### src/rtl/count_pkg.sv
// Shared definitions for the count_param counter family: operation codes,
// parameter legality limits and small mode-decoding helpers.
package count_pkg;

    // Operation select width and encodings
    localparam int unsigned MODE_W = 3;

    localparam logic [MODE_W-1:0] MODE_UP1    = 3'b000;
    localparam logic [MODE_W-1:0] MODE_DN1    = 3'b001;
    localparam logic [MODE_W-1:0] MODE_DNSTEP = 3'b010;
    localparam logic [MODE_W-1:0] MODE_LOAD   = 3'b011;
    localparam logic [MODE_W-1:0] MODE_UPSTEP = 3'b100;
    localparam logic [MODE_W-1:0] MODE_HOLD   = 3'b101;

    // Legal parameter ranges
    localparam int unsigned WIDTH_MIN = 2;
    localparam int unsigned WIDTH_MAX = 32;
    localparam int unsigned STEP_MIN  = 1;

    // WIDTH must lie within the supported range
    function automatic bit width_legal(input int unsigned w);
        return (w >= WIDTH_MIN) && (w <= WIDTH_MAX);
    endfunction

    // STEP must be non-zero and representable in WIDTH bits
    function automatic bit step_legal(input int unsigned w, input int unsigned s);
        longint unsigned max_val;
        max_val = (64'(1) << w) - 64'(1);
        return (s >= STEP_MIN) && (64'(s) <= max_val);
    endfunction

    // SATURATE is a 0/1 switch
    function automatic bit sat_legal(input int unsigned sat);
        return sat <= 1;
    endfunction

    // Counting modes are the ones gated by the cascade carry-in
    function automatic bit is_count_mode(input logic [MODE_W-1:0] m);
        return (m == MODE_UP1) || (m == MODE_DN1) ||
               (m == MODE_DNSTEP) || (m == MODE_UPSTEP);
    endfunction

    // Counting direction (only meaningful for counting modes)
    function automatic bit is_up_mode(input logic [MODE_W-1:0] m);
        return (m == MODE_UP1) || (m == MODE_UPSTEP);
    endfunction

    // Magnitude selector: STEP versus 1
    function automatic bit is_step_mode(input logic [MODE_W-1:0] m);
        return (m == MODE_DNSTEP) || (m == MODE_UPSTEP);
    endfunction

endpackage

### src/rtl/count_step_unit.sv
// Combinational next-value generator for count_param.
// Ports:
//   q      - current count
//   modo   - operation select
//   next_q - count after the selected operation (LOAD/HOLD return q;
//            the load value is muxed in by the parent)
//   evt    - wrap, clamp or load event
//   clamp  - result was clamped to 0 / all-ones (SATURATE=1 only)
module count_step_unit
    import count_pkg::*;
#(
    parameter int unsigned WIDTH    = 4,
    parameter int unsigned STEP     = 3,
    parameter int unsigned SATURATE = 0
) (
    input  logic [WIDTH-1:0]  q,
    input  logic [MODE_W-1:0] modo,
    output logic [WIDTH-1:0]  next_q,
    output logic              evt,
    output logic              clamp
);

    localparam int unsigned EXT_W = WIDTH + 1;
    localparam logic [EXT_W-1:0] K_ONE  = EXT_W'(1);
    localparam logic [EXT_W-1:0] K_STEP = EXT_W'(STEP);
    localparam bit SAT_EN = (SATURATE != 0);

    logic [EXT_W-1:0] q_ext;
    logic [EXT_W-1:0] k;
    logic [EXT_W-1:0] sum;
    logic [EXT_W-1:0] diff;
    logic             up;
    logic             active;

    // One extra bit exposes overflow (sum) and borrow (diff) directly
    assign q_ext  = {1'b0, q};
    assign k      = is_step_mode(modo) ? K_STEP : K_ONE;
    assign sum    = q_ext + k;
    assign diff   = q_ext - k;
    assign up     = is_up_mode(modo);
    assign active = is_count_mode(modo);

    // Wrap or clamp the arithmetic result and flag the event
    always_comb begin
        next_q = q;
        evt    = 1'b0;
        clamp  = 1'b0;
        if (modo == MODE_LOAD) begin
            evt = 1'b1;
        end else if (active) begin
            if (up) begin
                next_q = sum[WIDTH-1:0];
                if (sum[WIDTH]) begin
                    evt = 1'b1;
                    if (SAT_EN) begin
                        next_q = '1;
                        clamp  = 1'b1;
                    end
                end
            end else begin
                next_q = diff[WIDTH-1:0];
                if (diff[WIDTH]) begin
                    evt = 1'b1;
                    if (SAT_EN) begin
                        next_q = '0;
                        clamp  = 1'b1;
                    end
                end
            end
        end
    end

endmodule

### src/rtl/count_param.sv
// Parametrised up/down/step/load counter with cascade carry-in, registered
// ripple-carry-out and optional saturation.
// Ports:
//   clk    - clock, all state changes on the rising edge
//   reset  - synchronous active-low reset, wins over everything
//   enable - 0 freezes Q, rco and sat
//   ci     - cascade carry-in, gates the counting modes only
//   modo   - operation select (see count_pkg)
//   D      - parallel load value
//   Q      - registered count
//   rco    - registered one-cycle event flag (wrap, clamp or load)
//   sat    - registered clamp indicator (always 0 when SATURATE=0)
module count_param
    import count_pkg::*;
#(
    parameter int unsigned WIDTH    = 4,
    parameter int unsigned STEP     = 3,
    parameter int unsigned SATURATE = 0
) (
    input  logic              clk,
    input  logic              reset,
    input  logic              enable,
    input  logic              ci,
    input  logic [MODE_W-1:0] modo,
    input  logic [WIDTH-1:0]  D,
    output logic [WIDTH-1:0]  Q,
    output logic              rco,
    output logic              sat
);

    // Elaboration-time parameter checks
    if (!width_legal(WIDTH)) begin : g_bad_width
        $error("count_param: WIDTH=%0d outside %0d..%0d", WIDTH, WIDTH_MIN, WIDTH_MAX);
    end
    if (!step_legal(WIDTH, STEP)) begin : g_bad_step
        $error("count_param: STEP=%0d not in 1..2^WIDTH-1", STEP);
    end
    if (!sat_legal(SATURATE)) begin : g_bad_sat
        $error("count_param: SATURATE=%0d must be 0 or 1", SATURATE);
    end

    logic [WIDTH-1:0] step_q;
    logic             step_evt;
    logic             step_clamp;
    logic [WIDTH-1:0] q_d;
    logic             rco_d;
    logic             sat_d;

    count_step_unit #(
        .WIDTH   (WIDTH),
        .STEP    (STEP),
        .SATURATE(SATURATE)
    ) u_step (
        .q     (Q),
        .modo  (modo),
        .next_q(step_q),
        .evt   (step_evt),
        .clamp (step_clamp)
    );

    // Next-state selection: load mux plus carry-in gating of counting modes
    always_comb begin
        q_d   = Q;
        rco_d = 1'b0;
        sat_d = sat;
        if (modo == MODE_LOAD) begin
            q_d   = D;
            rco_d = step_evt;
            sat_d = 1'b0;
        end else if (is_count_mode(modo) && ci) begin
            q_d   = step_q;
            rco_d = step_evt;
            sat_d = step_clamp;
        end
    end

    // State registers; enable=0 freezes everything including an rco pulse
    always_ff @(posedge clk) begin
        if (!reset) begin
            Q   <= '0;
            rco <= 1'b0;
            sat <= 1'b0;
        end else if (enable) begin
            Q   <= q_d;
            rco <= rco_d;
            sat <= sat_d;
        end
    end

endmodule
### config.mk
export PLATFORM = sky130hd
export DESIGN_NAME = count_param
export DESIGN_NICKNAME = d
export VERILOG_FILES = /design/src/rtl/count_pkg.sv /design/src/rtl/count_step_unit.sv /design/src/rtl/count_param.sv
export SDC_FILE = /design/constraint.sdc
export NUM_CORES = 1
export LEC_CHECK = 0
export BUFFER_PORTS_ARGS = -buffer_cell sky130_fd_sc_hd__buf_2
export CORE_AREA = 2 2 39 41
export DETAILED_ROUTE_END_ITERATION = 10
export DIE_AREA = 0 0 41 43
export PLACE_DENSITY = 0.65
export SLEW_MARGIN = 30
export SYNTH_ARGS = -nofsm -noshare
export SYNTH_HDL_FRONTEND = slang
export SYNTH_SLANG_ARGS = --single-unit
### constraint.sdc
create_clock -name clk -period 3.4 [get_ports clk]
set_clock_uncertainty 0.2 [all_clocks]
set_input_delay 0.34 -clock clk [delete_from_list [all_inputs] [get_ports clk]]
set_output_delay 0.34 -clock clk [all_outputs]
set_load 0.01 [all_outputs]
# After elaboration in Yosys (flattened, before gate mapping)
# Index checks and enable logic that the tools add are counted.
[classes] add_sub_neg=2 n_eq_ne=4 mux=14 n_reduce_logical=11
[ops] operator="2-to-1 mux 4 bit" n=4
[ops] operator="2-to-1 mux 1 bit" n=9
[ops] operator="== test 3 x 2 -> 1 bit (second input constant)" n=2
[ops] operator="adder 4 x 5 -> 5 bit" n=1
[ops] operator="logical OR 1 bit" n=5
[ops] operator="subtractor 4 x 5 -> 5 bit" n=1
[ops] operator="nonzero test 2 bit" n=2
[ops] operator="== test 3 x 1 -> 1 bit (second input constant)" n=1
[ops] operator="== test 3 bit (second input constant)" n=1
[ops] operator="logical NOT 3 bit" n=1
[ops] operator="AND reduction 3 bit" n=1
[ops] operator="2-to-1 mux 2 bit" n=1
[ops] operator="AND reduction 2 bit" n=1
[ops] operator="logical AND 1 bit" n=1
[word_totals] regBits=6 in_bits=11 out_inout_bits=6 wordCells=34

# Longest topological paths before layout
# Gate-level depths: netlist of the first run.
[logic_depth] depth_word=10 mapped_depth=9 mapped_depth_nobuf=8

# By module
# Synthesis of the first run repeated with hierarchy kept, for this count alone.
[hier_totals] hier_cells=85 area_unflattened_um2=699.4
[by_module_without_submodules] module="count_param" n_inst=1 cells_each=42 area_per_inst_um2=377.9 seq_area_each_um2=120.1
[by_module_without_submodules] module="count_step_unit" n_inst=1 cells_each=43 area_per_inst_um2=321.6 seq_area_each_um2=0.0

# Worst setup path after synthesis of the first run
# OpenSTA, ideal clock, no wires.
[synth_timing] path_kind="input -> register" start="in modo[1]" end="reg Q[2]" setup_time_ns=0.070 arrival_ns=2.069 required_ns=3.130 path_slack_ns=1.061 cell_stages=9 path_buffers=1 path_cell_list="buf_2 xor2_1 and2b_1 inv_1 fa_1 or3_1 a211o_1 a21o_1 a21oi_1"
[synth_via] elab_chain_cells=8 elab_cells_between_ends=21 cone_classes="add/sub: 2; eq/ne: 4; mux: 5; reduce/logical: 10"
[synth_lines] item="from (decl)" line_no="count_param.sv:24" rtl="input logic [MODE_W-1:0] modo,"
[synth_lines] item="== test 3 x 2 -> 1 bit or == test 3 bit (tied branches)" line_no="count_pkg.sv:40, count_pkg.sv:50, count_pkg.sv:45"
[synth_lines] item="logical OR 1 bit" line_no="count_pkg.sv:50" rtl="return (m == MODE_DNSTEP) || (m == MODE_UPSTEP);"
[synth_lines] item="2-to-1 mux 2 bit" line_no="count_step_unit.sv:37" rtl="assign k = is_step_mode(modo) ? K_STEP : K_ONE;"
[synth_lines] item="subtractor 4 x 5 -> 5 bit or adder 4 x 5 -> 5 bit (tied branches)" line_no="count_step_unit.sv:39, count_step_unit.sv:38"
[synth_lines] item="2-to-1 mux 4 bit" line_no="count_step_unit.sv:51" rtl="if (up) begin"
[synth_lines] item="2-to-1 mux 4 bit" line_no="count_step_unit.sv:50" rtl="end else if (active) begin"
[synth_lines] item="2-to-1 mux 4 bit" line_no="count_param.sv:70" rtl="end else if (is_count_mode(modo) && ci) begin"
[synth_lines] item="2-to-1 mux 4 bit" line_no="count_param.sv:66" rtl="if (modo == MODE_LOAD) begin"
[synth_lines] item="to (signal assigned)" line_no="count_param.sv:84" rtl="Q <= q_d;"
[synth_lines] item="to (decl)" line_no="count_param.sv:26" rtl="output logic [WIDTH-1:0] Q,"
# Parallel ways exist; a longest one is shown, timed or not. The select of a mux whose other input is x is not followed.
# A chain may end at the register's enable or synchronous reset.

# Worst setup path after layout of the first run
# Ends and elaborated chain as after synthesis.

==> out/qor.yml, run 1 <==
cts_tree: "built"
post-route-util: 0.4268
critical_path_arrival_ns: 2.20
avgSynthCellArea_um2: 8.440
hold_buffers: 0
cts.clk_slew.worst_paths_ns: 0.04
placedCellCount: 86
start_util: 0.3599
fp.dieW_um: 41
drt-pass1-iter-count: 3
post-route-period-util: 0.6557
rr_startpoint: "Q[0]"
post_cts.repair.setup_buffers: 0
synth_ff_type: "dfxtp_1"
r2r-end: "Q[2]"
yosysWarnings: 0
cts-resized-gates: 0
synth_edf_count: 0
synth.cell_area_um2: 498.0
cts_root_buf: "clkbuf_4"
drc: 0
powerDensity_nw_per_um2: 333.0
use_met3: 0.06283
finalPower_uw: 196.7
grtUsageMet1: 0.1387
routed_wl_um: 1022
start_kind: "input pin"
slowest_stage: "fa_1"
diodes: 0
cp_max_fo: 10
p_leak_uw: 0.0002610
final-setup-viol-count: 0
vdd_ir_drop_max_uv: 170.1
cap_violations: 0
critPathBufInv: 2
grt_pass1_wl_um: 1497
drive_above_1_share: 0.2973
grt_pass1_vias: 383
num_io_pins: 17
end_kind: "flip-flop"
min_delay_path_depth: 2
grt_setup_unrepaired: "false"
synth_top_area_share: 0.2010
final_cells: 90
cp_cell_sequence: "buf_2 > xor2_1 > and2b_1 > inv_1 > fa_1 > or3_1 > a211o_1 > a21o_1 > a21oi_1"
drtIter0Drc: 4
hp-class: "in -> reg"
drv_slew: 0
coreArea_um2: 1384
clk_latency_ns: 0.24
cts_sinks: 5
synthTopCellsByCount: "5 x dfxtp_1, 4 x inv_1, 4 x o21ai_0"
post-dp-hpwl_um: 779.8
outcome: "complete, no violations"
rr_worst_depth: 6
grt_max_degree: 11
synthTopCellsByArea: "dfxtp_1 20%, fa_1 8.0%, ha_1 7.5%, o21ai_0 4.0%, or3b_1 3.5%"
synth-async-reset-ratio: 0
antenna_found_initial: 0
synth_most_common_cell: "dfxtp_1"
finalSetupTns_ns: 0
vias: 473
holdCritStartpoint: "reset"
yosysTopAreaCell: "dfxtp_1"
top_usage_layer: "met2"
critical_path_class: "in -> reg"
syn_nets: 75
cts_made_buffers: 3
rows: 14
period_minus_slack_ns: 2.229
synth_cells: 59
wl_per_cell_um: 11.36
antenna_left: 0
whs_ns: 0.1648
overflow: 0
track_usage: 0.1266
ys_seq_area_frac: 0.2010
critPathTopFamily: "simple AND/OR/NAND/NOR gates"
clockBufferDepth: 2
vias_per_cell: 5.256
hold_viol: 0
fmax_mhz: 448.6
critPathRequiredTime_ns: 3.37
netlist-cell-type-count: 39
fp.dieH_um: 43
ys_ff_latch: 5
dieArea_um2: 1763
slowest_delay_ns: 0.38
htreeDepth: 1
whs_endpoint: "Q[3]"
fillers: 149
gp_congestion: 0.7726
ff2ff_setup_slack_ns: 1.33
syn_to_final_growth_pct: 18.59
nets: 91
port_buffers: 15
use_met2: 0.2125
-- metal layers --
metal	share of wire	routed length, um
met5	0	0
met4	0	0
met3	0.037	38
met2	0.53	543
met1	0.43	440
-- flip-flops by register name, indices dropped and copies added (netlist names) --
register / cells
Q: 4
rco: 1
-- through the flow --
| stage | setup slack, ns | area, um^2 |
|---|---|---|
| after detailed placement | 0.9259 | 564.3 |
| after floorplan | 1.061 | 498.0 |
| after global placement | 0.9572 | 564.3 |
| after global routing | 1.073 | 590.6 |
| final | 1.171 | 590.6 |
| after CTS | 1.173 | 590.6 |
-- cells in the final DEF, fill, tap and decap left out, types with 2 or more instances in the layout --
| master | instances |
|---|---|
| nand2_1 | 3 |
| or3b_1 | 2 |
| o21bai_1 | 2 |
| inv_1 | 4 |
| clkbuf_4 | 3 |
| o21ai_0 | 4 |
| dfxtp_1 | 5 |
| nor2_1 | 3 |
| buf_2 | 15 |
| ha_1 | 3 |
| a21oi_1 | 2 |
| fa_1 | 2 |
-- power by group --
| group | switching, uW | total (uW) | leakage, uW | internal (uW) |
|---|---|---|---|---|
| clock | 23.7 | 68.0 | 0.0000150 | 44.3 |
| combinational | 31.6 | 60.8 | 0.000205 | 29.2 |
| sequential | 4.52 | 67.9 | 0.0000409 | 63.4 |
| total | 59.8 | 197 | 0.000261 | 137 |
-- kinds of logic (layout without fill, tap and decap cells) --
logic type	Yosys count	after routing	synth area share
adder cells (fa/ha/maj)	5	5	0.1558
XOR/XNOR	1	1	0.01759
AND/OR/NAND/NOR	20	20	0.2463
buffers and inverters	8	23	0.08792
other	1	1	0.007530
flip-flops	5	5	0.2010
AO/OA/AOI/OAI	19	19	0.2839
-- area by class of cell --
| type | count | area (um^2) | area share |
|---|---|---|---|
| clock buffers | 4 | 26.28 | 0.04449 |
| inverters | 4 | 15.01 | 0.02542 |
| multi-input cells | 46 | 354.1 | 0.5996 |
| flip-flops and latches | 5 | 100.1 | 0.1695 |
| well taps | 16 | 20.02 | 0.03390 |
| repair buffers | 15 | 75.07 | 0.1271 |
-- worst max path at each step --
stage            start    to  depth (start not counted)
2_1_floorplan  modo[1]  Q[2]                          9
3_3_place_gp   modo[1]  Q[2]                          9
3_5_place_dp   modo[1]  Q[2]                          9
4_1_cts        modo[1]  Q[2]                          9
5_1_grt        modo[1]  Q[2]                          9
6_report       modo[1]  Q[2]                          9
No activity file was read; power rests on OpenSTA's default activity.
==> inputs of run 2 (changes only) <==
--- a/config.mk
+++ b/config.mk
@@ -5,11 +5,12 @@
 export SDC_FILE = /design/constraint.sdc
 export NUM_CORES = 1
 export LEC_CHECK = 0
+export ABC_AREA = 1
 export BUFFER_PORTS_ARGS = -buffer_cell sky130_fd_sc_hd__buf_2
 export CORE_AREA = 2 2 39 41
 export DETAILED_ROUTE_END_ITERATION = 10
 export DIE_AREA = 0 0 41 43
-export PLACE_DENSITY = 0.65
+export PLACE_DENSITY = 0.66
 export SLEW_MARGIN = 30
 export SYNTH_ARGS = -nofsm -noshare
 export SYNTH_HDL_FRONTEND = slang
==> constraint.sdc (replaced) <==
create_clock -name clk -period 2.3 [get_ports clk]
set_clock_uncertainty 0.2 [all_clocks]
set_input_delay 0.23 -clock clk [delete_from_list [all_inputs] [get_ports clk]]
set_output_delay 0.23 -clock clk [all_outputs]
set_load 0.01 [all_outputs]
==> out/qor.yml, run 2 <==
outcome: "complete, no violations"
synth_most_common_cell: "nand2_1"
synthSimpleGateAreaFrac: 0.3133
syn_to_final_growth_pct: 22.81
htreeDepth: 1
largest_register_ffs: 4
drt-pass1-iter-count: 4
grt_pass1_vias: 397
antenna_found_initial: 0
grt_max_degree: 10
synthAdderAreaFrac: 0.1554
yosysTopAreaCell: "dfxtp_1"
synthTopCellsByCount: "17 x nand2_1, 9 x inv_1, 6 x a21oi_1, 5 x dfxtp_1, 5 x nand3_1"
synth_ff_type: "dfxtp_1"
pre_cts_slack_ns: 0.2714
synth_mux_area_frac: 0
ys_ff_latch: 5
drtIter0Drc: 9
ys_seq_area_frac: 0.2005
synth_cells: 73
dr_wl_met3_um: 69
port_buffers: 15
regArea_um2: 100.1
vias: 490
grt_pass1_wl_um: 1518
fillers: 148
antenna_left: 0
cap_violations: 0
vdd_ir_drop_max_uv: 190.4
avgSynthCellArea_um2: 6.839
synth_top_area_share: 0.2005
coreArea_um2: 1384
clk_latency_ns: 0.25
hp-class: "in -> reg"
hold_buffers: 0
final_common_cell: "nand2_1"
regMostFlops: "Q"
synth_edf_count: 0
cts-resized-gates: 0
mostFrequentLayoutCells: "17 x nand2_1, 15 x buf_2, 9 x inv_1"
routed_wl_um: 979
fp.dieW_um: 41
gp_congestion: 0.7527
critical_path_class: "reg -> reg"
critPathRequiredTime_ns: 2.28
synth-xor-area-share: 0.01754
synth-compound-area-share: 0.1930
synth.cell_area_um2: 499.2
p_leak_uw: 0.0003255
post_cts.repair.setup_buffers: 0
rows: 14
synthTopCellsByArea: "dfxtp_1 20%, nand2_1 13%, fa_1 8.0%, ha_1 7.5%, inv_1 6.8%"
fp.dieH_um: 43
cts_sinks: 5
diodes: 0
period_minus_slack_ns: 1.788
powerDensity_nw_per_um2: 496.0
cts.clk_slew.worst_paths_ns: 0.04
setup_ws_ns: 0.5118
nets: 108
netlist-cell-type-count: 22
synth_top_family_by_area: "simple AND/OR/NAND/NOR gates"
multi_input_area_um2: 342.8
wirelength_met1_um: 463
grt_setup_unrepaired: "false"
critical_path_arrival_ns: 1.77
syn_nets: 89
finalSetupTns_ns: 0
cp_max_fo: 5
drv_slew: 0
routed.top_layer: "met4"
cts_made_buffers: 3
hold_viol: 0
reg_top3: "Q x4, rco x1"
yosysWarnings: 0
post-dp-hpwl_um: 814.2
cts_tree: "built"
start_kind: "flip-flop"
track_usage: 0.1289
num_io_pins: 17
drc: 0
wl_per_cell_um: 9.150
cts_root_buf: "clkbuf_4"
final-setup-viol-count: 0
post-route-period-util: 0.7775
synth-async-reset-ratio: 0
end_kind: "flip-flop"
overflow: 0
fmax_mhz: 559.2
clockBufferDepth: 2
drive_above_1_share: 0.3297
start_util: 0.3608
dieArea_um2: 1763
dr_wl_met2_um: 410
vias_per_cell: 4.579
run 2: changes by cell type after synthesis, moves of 4 or more:
cell	before	now
nand2_1	3	17
o21ai_1	0	4
inv_2	0	4
o21ai_0	4	0
a21oi_1	2	6
inv_1	4	9
nand3_1	1	5
run 2: final cells by class:
cell class / instances / share of cell area
Inverter: 13 / 0.07959
Multi-Input combinational cell: 54 / 0.5592
Clock buffer: 4 / 0.04286
Sequential cell: 5 / 0.1633
Tap cell: 16 / 0.03265
Timing Repair Buffer: 15 / 0.1224
run 2: cells by family after synthesis:
kind of cell / Yosys count
buffers and inverters: 14
xor gates and xnor gates: 1
DFF: 5
AOI/OAI and AO/OA: 14
adders and majority gates: 5
other: 1
and+or+nand+nor: 33
run 2: final timing paths:
kind	startpoint	slack [ns]	cells past startpoint	end
hold / removal	reset	0.05	3	Q[2]
hold reg to reg	rco	0.26	2	rco
setup reg to reg	Q[0]	0.51	5	rco
setup / recovery	Q[0]	0.51	5	rco
run 2: where the power goes:
part           switching (uW)  internal, uW  leakage (uW)  total (uW)
Sequential               7.01          93.5     0.0000410         101
Clock                    37.9          65.7     0.0000150         104
Combinational            59.2          40.8      0.000270         100
Total                     104           200      0.000326         304
run 2: routing by layer:
layer  vias up  track usage
met1       203       0.1688
met5         -            0
met2        17       0.1719
met3         5      0.03141
met4         0       0.1000
li1        265            -
run 2: through the flow:
step                  util  instance area, um^2  instances  hold slack [ns]  power (uW)
finish              0.4430                613.1        107          0.05284       304.1
global route        0.4430                613.1        107          0.06981       325.4
CTS                 0.4430                613.1        107          0.05555       306.5
detailed placement  0.4241                586.8        103           0.2562       202.5
global placement    0.4241                586.8        103           0.2569       201.4
floorplan                -                499.2         73           0.1616       173.3
run 2: critical path, cell delays in order, from the launching register on:
cell and delay, ns:
dfxtp_1 0.40, inv_1 0.13, fa_1 0.47, nor4_1 0.31
o21bai_1 0.10, a21oi_1 0.12
